<file path="src/rtl/serial_addsub.sv">
// Bit-serial adder/subtractor, LSB first, one full-adder step per enabled clock.
// Operands load in parallel on start; result and flags return in parallel with done.
module serial_addsub #(
  parameter int WIDTH = 8
) (
  input  logic             clk,
  input  logic             rst,
  input  logic             start,
  input  logic             sub,
  input  logic             en,
  input  logic [WIDTH-1:0] a_in,
  input  logic [WIDTH-1:0] b_in,
  output logic             ready,
  output logic             busy,
  output logic             done,
  output logic [WIDTH-1:0] result,
  output logic             cout,
  output logic             ovf
);

  localparam int CW = (WIDTH > 1) ? $clog2(WIDTH) : 1;
  localparam logic [CW-1:0] LAST = CW'(WIDTH - 1);

  typedef enum logic [1:0] {
    IDLE,
    SHIFT,
    DONE
  } state_t;

  state_t         state;
  logic [WIDTH-1:0] reg_a;
  logic [WIDTH-1:0] reg_b;
  logic           carry;
  logic [CW-1:0]  cnt;
  logic           s;
  logic           c_next;

  always_comb begin
    s      = reg_a[0] ^ reg_b[0] ^ carry;
    c_next = (reg_a[0] & reg_b[0]) |
             (reg_a[0] & carry) |
             (reg_b[0] & carry);
  end

  always_ff @(posedge clk) begin
    if (rst) begin
      state  <= IDLE;
      reg_a  <= '0;
      reg_b  <= '0;
      result <= '0;
      carry  <= 1'b0;
      cnt    <= '0;
      cout   <= 1'b0;
      ovf    <= 1'b0;
      ready  <= 1'b1;
      busy   <= 1'b0;
      done   <= 1'b0;
    end else begin
      unique case (state)
        IDLE: begin
          if (start) begin
            // subtraction is a + ~b + 1, the +1 entering as initial carry
            reg_a  <= a_in;
            reg_b  <= sub ? ~b_in : b_in;
            carry  <= sub;
            result <= '0;
            cnt    <= '0;
            cout   <= 1'b0;
            ovf    <= 1'b0;
            state  <= SHIFT;
            ready  <= 1'b0;
            busy   <= 1'b1;
          end
        end
        SHIFT: begin
          if (en) begin
            result <= {s, result[WIDTH-1:1]};
            reg_a  <= reg_a >> 1;
            reg_b  <= reg_b >> 1;
            carry  <= c_next;
            cnt    <= cnt + 1'b1;
            if (cnt == LAST) begin
              cout  <= c_next;
              ovf   <= carry ^ c_next;
              state <= DONE;
              busy  <= 1'b0;
              done  <= 1'b1;
            end
          end
        end
        DONE: begin
          state <= IDLE;
          done  <= 1'b0;
          ready <= 1'b1;
        end
        default: begin
          state <= IDLE;
          ready <= 1'b1;
          busy  <= 1'b0;
          done  <= 1'b0;
        end
      endcase
    end
  end

endmodule

</file>
<file path="config.mk">
export PLATFORM = sky130hd
export DESIGN_NAME = serial_addsub
export DESIGN_NICKNAME = d
export VERILOG_FILES = /design/src/rtl/serial_addsub.sv
export SDC_FILE = /design/constraint.sdc
export NUM_CORES = 1
export LEC_CHECK = 0
export ABC_AREA = 0
export ABC_CLOCK_PERIOD_IN_PS = 1200
export BUFFER_PORTS_ARGS = -buffer_cell sky130_fd_sc_hd__buf_2
export CORE_MARGIN = 5
export CORE_UTILIZATION = 48
export DETAILED_ROUTE_END_ITERATION = 6
export HOLD_SLACK_MARGIN = 0.08
export PLACE_DENSITY = 0.74
export SLEW_MARGIN = 30
export SYNTH_ARGS = -nofsm -noshare
export SYNTH_HDL_FRONTEND = slang
export SYNTH_SLANG_ARGS = --single-unit
</file>
<file path="constraint.sdc">
create_clock -name clk -period 1.2 [get_ports clk]
set_input_delay 0.12 -clock clk [delete_from_list [all_inputs] [get_ports clk]]
set_output_delay 0.12 -clock clk [all_outputs]
set_load 0.005 [all_outputs]
</file>
==> impl_metrics.yaml, run 1 <==
grt:
  groute.usage.overall_pct: 18.2
  grt_pass1_wl_um: 6510
  antenna_found_initial: 0
  grt_max_degree: 37
  grt_pass1_vias: 1509
  overflow: 0
final_layout:
  antennaDiodeCount: 0
  nets: 268
  drive_above_1_share_pct: 35.7
  multi_input_area_um2: 981
  finalNonFillerCells: 290
  regArea_um2: 707
  final_util_pct: 65.9
  fillers: 290
  syn_to_final_growth_pct: 32.9
power:
  pwr-share-clk_pct: 27.2
  p_seq_share_pct: 53.5
  power.leakage_nw: 0.908
  vdd_ir_drop_max_mv: 0.630
  p_sw_share_pct: 27.1
  comb_power_share_pct: 19.3
  p_switching_mw: 0.643
  p_per_area_mw_per_mm2: 1070
  intPower_mw: 1.73
floorplanning:
  coreArea_mm2: 0.00336
  num_io_pins: 34
  die_h_um: 68.9
  fp.dieW_um: 68.9
  rows: 21
  initial_core_util_pct: 49.6
  die_area_mm2: 0.00475
clocking:
  htree_num_levels: 2
  clk_pin_slew_ns: 0.10
  clockBufferDepth: 2
  cts_sinks: 35
  cts_buffers: 5
  cts_tree: "yes"
  clock_latency_ns: 0.34
  ctsRootBufferMaster: "clkbuf_4"
sta:
  period_share_pct: 107
  fin_ws_ns: -0.0792
  setup_violations: 16
  setup_tns_ns: -0.818
  finalClockSkew_ns: 0.00613
  worst_pin_slew_ns: 0.364
  relSlewSlack_pct: 75.7
  finalCriticalPeriod_ns: 1.28
  timing.fmax_mhz: 782
  final_hold_viol_count: 0
  drv_slew: 0
  rsz0062_at_grt: "true"
outcome:
  outcome: "finished, violations left"
  failed_checks: "negative setup slack"
place:
  port-buffer-count: 33
  dp.cells: 275
  hpwlAfterDp_um: 2470
  gp_congestion: 0.749
yosys:
  synth_cell_types: 35
  synth_area_mm2: 0.00167
  synthCells: 194
  ys.warnings.count: 0
  ys_ff_latch: 35
  synth-seq-area-share_pct: 42.0
  syn_nets: 218
  avgSynthCellArea_um2: 8.60
routing:
  route.met2.wl_um: 1870
  drt-initial-drc-count: 99
  wl_um: 3910
  drt-pass1-iter-count: 5
  drc: 0
  post_drt_wl_per_cell_um: 13.5
  antenna_left: 0
  top_layer: "met4"
  num_vias: 1559
  met3_length_um: 177
  drt-vias-per-instance: 5.38
  wl_met1_um: 1800
setup_path:
  setup.worst_path.end_class: "flip-flop"
  cp-start-kind: "flip-flop"
  crit_chain: "buf_6 -> nor2b_4 -> buf_6 -> nand2_1 -> a311oi_2"
  slowest_delay_ns: 0.39
  cp_common_cell: "buf_6"
  cp_max_fo: 11
  crit_type: "reg -> reg"
  crit_arrival_ns: 1.53
  cp_data_required_time_ns: 1.45
  cp_slowest_cell: "dfxtp_2"
hold_path:
  hold_path_class: "in -> reg"
run:
  cap_violations: 0
[through the flow]
step | hold slack (ns) | instance area, um2 | total power [mW] | setup WS [ns]
final | 0.124 | 2220 | 2.37 | -0.0792
after CTS | 0.114 | 2160 | 2.37 | -0.0369
after detailed placement | 0.403 | 1970 | 1.69 | -0.146
after floorplan | 0.276 | 1690 | 1.56 | -0.0468
after global routing | 0.122 | 2220 | 2.50 | -0.116
after global placement | 0.397 | 1970 | 1.68 | -0.119
[state kept, by name, summed over array words and instances (netlist names)]
signal / count
busy: 1
carry: 1
cnt: 3
cout: 1
done: 1
ovf: 1
ready: 1
reg_a: 8
reg_b: 8
result: 8
state: 2
[final cells by class]
cell class | count | area share (%)
Inverter | 1 | 0.226
Sequential cell | 35 | 31.9
Multi-Input combinational cell | 142 | 44.3
Clock buffer | 6 | 2.32
Timing Repair Buffer | 59 | 18.5
Clock inverter | 1 | 0.226
Tap cell | 46 | 2.60
[cell usage after synthesis, drive strengths merged]
master / number / area, um2
xor2: 9 / 78.8
and3b: 2 / 17.5
mux2i: 1 / 10.0
nand3b: 1 / 7.51
nand4: 1 / 6.26
ha: 2 / 25.0
clkbuf: 7 / 28.8
dfxtp: 35 / 701
nand2: 27 / 101
nor2: 17 / 63.8
a21oi: 23 / 115
clkinv: 1 / 3.75
nor3: 1 / 5.00
mux2: 1 / 11.3
or3: 1 / 6.26
and3: 1 / 6.26
a311oi: 8 / 70.1
nor4: 1 / 6.26
a31oi: 1 / 6.26
nand3: 4 / 20.0
a21bo: 1 / 10.0
o21ai: 13 / 65.1
fa: 1 / 20.0
o32ai: 7 / 106
buf: 9 / 52.6
nor2b: 2 / 12.5
a211o: 1 / 8.76
o22ai: 1 / 6.26
nand2b: 13 / 81.3
a21o: 2 / 15.0
[repair_timing]
| action | 4_1_cts | 5_1_grt |
|---|---|---|
| pin swaps | 15 | 5 |
| resized for setup | 17 | 10 |
| hold buffers | 7 | 0 |
| hold endpoints to repair | 7 | 0 |
| gates cloned | 0 | 0 |
| buffers inserted | 0 | 1 |
| endpoints found under the setup margin | 21 | 31 |
[metal layers]
metal	vias to the layer above	GRT usage [%]
met3	6	2.92
met5	-	0
met2	32	29.2
li1	780	-
met4	0	9.98
met1	741	23.3
[final timing paths]
kind,from,endpoint,slack [ns],cells past startpoint
worst max-delay path,state[0],reg_a[6],-0.08,5
worst min-delay path,b_in[7],reg_b[7],0.12,4
worst max register to register,state[0],reg_a[6],-0.08,5
worst min register to register,ready,ready,0.47,1
[worst max-delay path: cells and delay by family (launching register included)]
family / cells / cell delay (ns)
compound gates: 1 / 0.27
buf+inv: 2 / 0.29
simple gates: 2 / 0.24
flops: 1 / 0.39
[cells in the final DEF (no fill, tap or decap), types with 2 or more instances in the layout]
| cell | Yosys | layout |
|---|---|---|
| clkbuf_4 | 0 | 5 |
| o32ai_2 | 6 | 7 |
| a311oi_1 | 8 | 6 |
| xor2_1 | 9 | 9 |
| and3b_1 | 2 | 2 |
| clkinv_2 | 0 | 2 |
| a21o_1 | 2 | 2 |
| a311oi_2 | 0 | 2 |
| dlygate4sd3_1 | 0 | 7 |
| dfxtp_2 | 0 | 5 |
| nand3_1 | 4 | 4 |
| ha_4 | 0 | 2 |
| nand2_1 | 27 | 27 |
| buf_4 | 1 | 13 |
| a21oi_1 | 23 | 20 |
| buf_6 | 1 | 5 |
| nand2b_1 | 13 | 13 |
| a21oi_2 | 0 | 3 |
| o21ai_0 | 13 | 13 |
| buf_2 | 6 | 33 |
| nor2_1 | 17 | 17 |
| dfxtp_1 | 35 | 30 |
[cells by family (layout without fill, tap and decap cells)]
family / Yosys count / after routing / share of synthesized area, %
AND/OR/NAND/NOR: 71 / 71 / 20.0
adder cells (fa/ha/maj): 3 / 3 / 2.70
multiplexers: 2 / 2 / 1.28
AO/OA/AOI/OAI: 57 / 57 / 24.2
flip-flops: 35 / 35 / 42.0
buffers and inverters: 17 / 67 / 5.10
XOR/XNOR: 9 / 9 / 4.73
[power groups by stage]
| stage | Combinational (mW) | Clock [mW] | Sequential (mW) |
|---|---|---|---|
| 2_1_floorplan | 0.275 | 0 | 1.28 |
| 3_3_place_gp | 0.394 | 0 | 1.29 |
| 3_5_place_dp | 0.401 | 0 | 1.29 |
| 4_1_cts | 0.433 | 0.668 | 1.27 |
| 5_1_grt | 0.504 | 0.720 | 1.28 |
| 6_report | 0.457 | 0.646 | 1.27 |
Power figures use the tool's default switching activity.
==> run 2, diff against run 1 <==
ABC_CLOCK_PERIOD_IN_PS = 1490   (was 1200)
PLACE_DENSITY = 0.71   (was 0.74)
clock period = 1.49 ns   (was 1.2 ns; I/O delays follow)
==> run 2 against run 1 <==
Effect of this change: the run now ends clean; sequential share of layout area rose by 2.8 points; clock-buffer cell count rose by 2; via count fell by 6.9%; non-clock buffer count fell by 11.
==> impl_metrics.yaml, run 2 (synthesis gave the netlist of run 1 again) <==
clocking:
  post_cts_buffers: 0
  cts_tree: "yes"
  clockBufferDepth: 2
  ctsRootBufferMaster: "clkbuf_4"
  htree_num_levels: 2
  clock_latency_ns: 0.34
  clk_pin_slew_ns: 0.10
  cts_buffers: 5
  cts_sinks: 35
power:
  p_per_area_mw_per_mm2: 943
  p_sw_share_pct: 25.9
  power.leakage_nw: 0.841
  intPower_mw: 1.41
  p_seq_share_pct: 53.4
  vdd_ir_drop_max_mv: 0.454
  comb_power_share_pct: 16.0
  pwr-share-clk_pct: 30.6
  p_switching_mw: 0.494
grt:
  antenna_found_initial: 0
  use_met1_pct: 19.7
  grt_pass1_wl_um: 5660
  grt_max_degree: 37
  groute.usage.overall_pct: 16.2
  met3_usage_pct: 6.00
  grt_pass1_vias: 1298
  busiest_layer: "met2"
  overflow: 0
  grt_util_met2_pct: 25.4
sta:
  drv_slew: 0
  worst_pin_slew_ns: 0.729
  timing.fmax_mhz: 709
  fin_ws_ns: 0.0788
  period_share_pct: 94.7
  finalCriticalPeriod_ns: 1.41
  finalClockSkew_ns: 0.00892
  relSlewSlack_pct: 51.3
  final_hold_viol_count: 0
  setup_violations: 0
  rsz0062_at_grt: "true"
  setup_tns_ns: 0
setup_path:
  crit_chain: "mux2i_1 -> buf_4 -> or3_4 -> o32ai_2"
  r2r_start: "state[0]"
  cp_slowest_cell: "or3_4"
  cp_top_family: "simple AND/OR/NAND/NOR gates"
  crit_arrival_ns: 1.67
  cp_data_required_time_ns: 1.75
  rrSetupSlack_ns: 0.08
  r2r-end: "reg_b[4]"
  path_buf_inv: 1
  setup.worst_path.end_class: "flip-flop"
  crit_type: "reg -> reg"
  cp_max_fo: 13
  slowest_delay_ns: 0.40
  cp-start-kind: "flip-flop"
  r2r_cells: 4
hold_path:
  worstHoldPathCells: 4
  hold_path_class: "in -> reg"
  min_from: "b_in[7]"
  min_to: "reg_b[7]"
floorplanning:
  fp.dieW_um: 68.9
  die_area_mm2: 0.00475
  rows: 21
  coreArea_mm2: 0.00336
  initial_core_util_pct: 49.6
  die_h_um: 68.9
  num_io_pins: 34
routing:
  drt-vias-per-instance: 5.19
  post_drt_wl_per_cell_um: 12.6
  antenna_left: 0
  drc: 0
  wl_um: 3520
  num_vias: 1452
  drt-initial-drc-count: 84
  drt-pass1-iter-count: 4
place:
  hpwlAfterDp_um: 2350
  gp_congestion: 0.764
  pre_cts_ws_ns: -0.0154
  place_area_mm2: 0.00187
  port-buffer-count: 33
final_layout:
  final_area_mm2: 0.00202
  reg.largest.list: "reg_a x8, reg_b x8, result x8"
  drive_above_1_share_pct: 24.8
  syn_to_final_growth_pct: 21.1
  final_util_pct: 60.0
  layout_commonest_cell: "dfxtp_1"
  antennaDiodeCount: 0
  nets: 257
  layout_common_cells: "dfxtp_1, buf_2, nand2_1, a21oi_1, nor2_1"
outcome:
  outcome: "complete, no violations"
run:
  cap_violations: 0
## run 2: power groups by stage
stage | Combinational (mW) | Clock [mW] | Sequential (mW)
after global routing | 0.340 | 0.650 | 1.02
after floorplan | 0.213 | 0 | 1.03
final | 0.305 | 0.582 | 1.02
after detailed placement | 0.290 | 0 | 1.04
after global placement | 0.286 | 0 | 1.04
after CTS | 0.306 | 0.600 | 1.02
## run 2: worst max path at each step
stage	from	end	cells after the start
final	state[0]	reg_b[4]	4
after CTS	state[0]	reg_b[5]	4
after global routing	state[0]	reg_a[6]	3
after global placement	state[0]	reg_a[3]	3
after floorplan	state[0]	reg_b[0]	4
after detailed placement	state[0]	reg_b[5]	4
## run 2: worst reg2reg max path, delay by kind of cell, from the launching register on
family | cells | cell delay (ns)
muxes | 1 | 0.14
buffers and inverters | 1 | 0.19
and+or+nand+nor | 1 | 0.40
AOI/OAI and AO/OA | 1 | 0.27
DFF | 1 | 0.33
## run 2: layer usage
metal  routed length (um)  share of wire, %  vias up
li1                     -                 -      758
met5                    0                 0        -
met3                  195               5.5        6
met2                 1610                46       28
met1                 1670                47      660
met4                   42               1.2        0
## run 2: metrics by stage
step | power (mW) | hold WS, ns | std cells
after floorplan | 1.25 | 0.313 | 194
after global placement | 1.32 | 0.426 | 265
after detailed placement | 1.33 | 0.430 | 265
after CTS | 1.92 | 0.139 | 280
after global routing | 2.01 | 0.144 | 280
final | 1.90 | 0.144 | 280
## run 2: repair_timing
| item | CTS | global route |
|---|---|---|
| resized for setup | 1 | 1 |
| setup endpoints to repair | 7 | 5 |
| hold buffers | 7 | 0 |
| endpoints found under the hold margin | 7 | 0 |
## run 2: layout make-up
type | instances | area (um2)
multi-input cells | 142 | 890
flip-flops and latches | 35 | 701
fillers | 326 | 1340
inverters | 1 | 3.75
clock buffers | 8 | 68.8
well taps | 46 | 57.6
repair buffers | 48 | 299
==> run 3, diff against run 2 <==
CELL_PAD_IN_SITES_DETAIL_PLACEMENT = 0   (was default)
CELL_PAD_IN_SITES_GLOBAL_PLACEMENT = 2   (was default)
CORE_UTILIZATION = 34   (was 48)
PLACE_DENSITY = default   (was 0.71)
PLACE_DENSITY_LB_ADDON = 0.1   (was default)
==> run 3 against run 2 <==
Effect of this change: sequential cell count unchanged; final cell count rose by 6.4%; power up 10%; highest routed layer unchanged; sequential power about the same; critical endpoint unchanged; die area grew 35%; register-to-register slack got worse by 0.05 ns; core utilization is 16 points lower; sequential share of layout area down 0.82 points; worst hold slack worse by 0.017 ns; routed wire length up 20%; global-route usage is 2.4 points lower; critical path depth unchanged.
==> impl_metrics.yaml, run 3 (synthesis gave the netlist of run 1 again) <==
outcome:
  outcome: "complete, no violations"
routing:
  post_drt_wl_per_cell_um: 14.2
  drt-vias-per-instance: 5.08
  drc: 0
  drt-pass1-iter-count: 4
  wl_um: 4240
  drt-initial-drc-count: 154
  num_vias: 1513
  antenna_left: 0
clocking:
  cts_buffers: 5
  clk_pin_slew_ns: 0.07
  ctsRootBufferMaster: "clkbuf_8"
  cts_sinks: 35
  cts_tree: "yes"
  cts.hold.buffers_added: 0
  htree_num_levels: 2
  clock_latency_ns: 0.28
  clockBufferDepth: 2
power:
  p_seq_share_pct: 48.5
  power.leakage_nw: 0.854
  p_sw_share_pct: 25.8
  intPower_mw: 1.56
  p_switching_mw: 0.542
  vdd_ir_drop_max_mv: 0.549
  p_per_area_mw_per_mm2: 1010
  p_total_mw: 2.10
  pwr-share-clk_pct: 36.2
  comb_power_share_pct: 15.3
setup_path:
  cp-start-kind: "flip-flop"
  r2r-end: "reg_b[4]"
  startpoint: "state[0]"
  r2r_cells: 4
  setup.worst_path.end_class: "flip-flop"
  crit_arrival_ns: 1.65
  crit_end: "reg_b[4]"
  r2r_start: "state[0]"
  rrSetupSlack_ns: 0.03
  crit_type: "reg -> reg"
  cp_max_fo: 7
  cp_data_required_time_ns: 1.68
hold_path:
  worstHoldPathCells: 3
  hold_path_class: "in -> reg"
final_layout:
  layout_common_cells: "dfxtp_1, buf_2, nand2_1, a21oi_1, nor2_1"
  final_util_pct: 43.6
  drive_above_1_share_pct: 29.0
  final_area_mm2: 0.00207
  antennaDiodeCount: 0
  layout_commonest_cell: "dfxtp_1"
  finalNonFillerCells: 298
  nets: 254
  syn_to_final_growth_pct: 24.2
  reg.largest.list: "reg_a x8, reg_b x8, result x8"
sta:
  final_hold_viol_count: 0
  drv_slew: 0
  setup_violations: 0
  rsz0062_at_grt: "false"
  finalClockSkew_ns: 0.00685
  finalCriticalPeriod_ns: 1.46
  relSlewSlack_pct: 70.0
  timing.fmax_mhz: 686
  period_share_pct: 97.9
  worst_pin_slew_ns: 0.449
floorplanning:
  initial_core_util_pct: 35.1
  die_area_mm2: 0.00641
  fp.dieW_um: 80.0
  coreArea_mm2: 0.00475
  rows: 25
  die_h_um: 80.0
  num_io_pins: 34
place:
  port-buffer-count: 33
  gp_congestion: 0.714
  hpwlAfterDp_um: 2830
  dp.cells: 288
  place_area_mm2: 0.00193
grt:
  groute.usage.overall_pct: 13.8
  grt_pass1_vias: 1508
  grt_max_degree: 37
  overflow: 0
  antenna_found_initial: 0
  grt_pass1_wl_um: 7020
run:
  cap_violations: 0
run 3: how the worst min path moves through the flow:
stage                       start        to  slack [ns]
after floorplan             start  state[0]        0.31
after global placement    a_in[6]  reg_a[6]        0.42
after detailed placement  a_in[6]  reg_a[6]        0.42
after CTS                 a_in[6]  reg_a[6]        0.12
after global routing      a_in[6]  reg_a[6]        0.14
final                     a_in[6]  reg_a[6]        0.13
run 3: critical path, stage by stage, from the launching register on:
cell     delay (ns)
dfxtp_2        0.34
mux2i_2        0.17
buf_4          0.17
or3_4          0.40
o32ai_2        0.28
run 3: layout make-up:
| type | count | area [um2] |
|---|---|---|
| fillers | 504 | 2680 |
| multi-input cells | 142 | 907 |
| flip-flops and latches | 35 | 702 |
| repair buffers | 45 | 272 |
| clock buffers | 8 | 100 |
| well taps | 67 | 83.8 |
| inverters | 1 | 7.51 |
run 3: per-layer routing:
metal / vias up / share of wire, % / global-route usage, %
li1: 750 / - / -
met1: 721 / 47 / 17.3
met2: 38 / 48 / 22.7
met3: 4 / 5.0 / 4.29
met4: 0 / 0.73 / 4.05
met5: - / 0 / 0
run 3: power by group through the flow:
stage          Sequential (mW)  Clock, mW  Combinational, mW
2_1_floorplan             1.03          0              0.213
3_3_place_gp              1.04          0              0.297
3_5_place_dp              1.04          0              0.308
4_1_cts                   1.02      0.776              0.311
5_1_grt                   1.03      0.825              0.357
6_report                  1.02      0.762              0.321
run 3: stage by stage:
step	setup TNS (ns)	hold slack, ns	worst slack (ns)
2_1_floorplan	0	0.313	0.236
5_1_grt	0	0.136	0.00347
3_5_place_dp	-0.355	0.424	-0.0650
3_3_place_gp	-3.49	0.421	-0.255
6_report	0	0.127	0.0316
4_1_cts	0	0.122	0.0248
run 3: what timing repair did:
action / CTS / global route
setup buffers: 0 / 2
endpoints found under the setup margin: 7 / 16
cloned: 0 / 0
gates resized for setup: 1 / 8
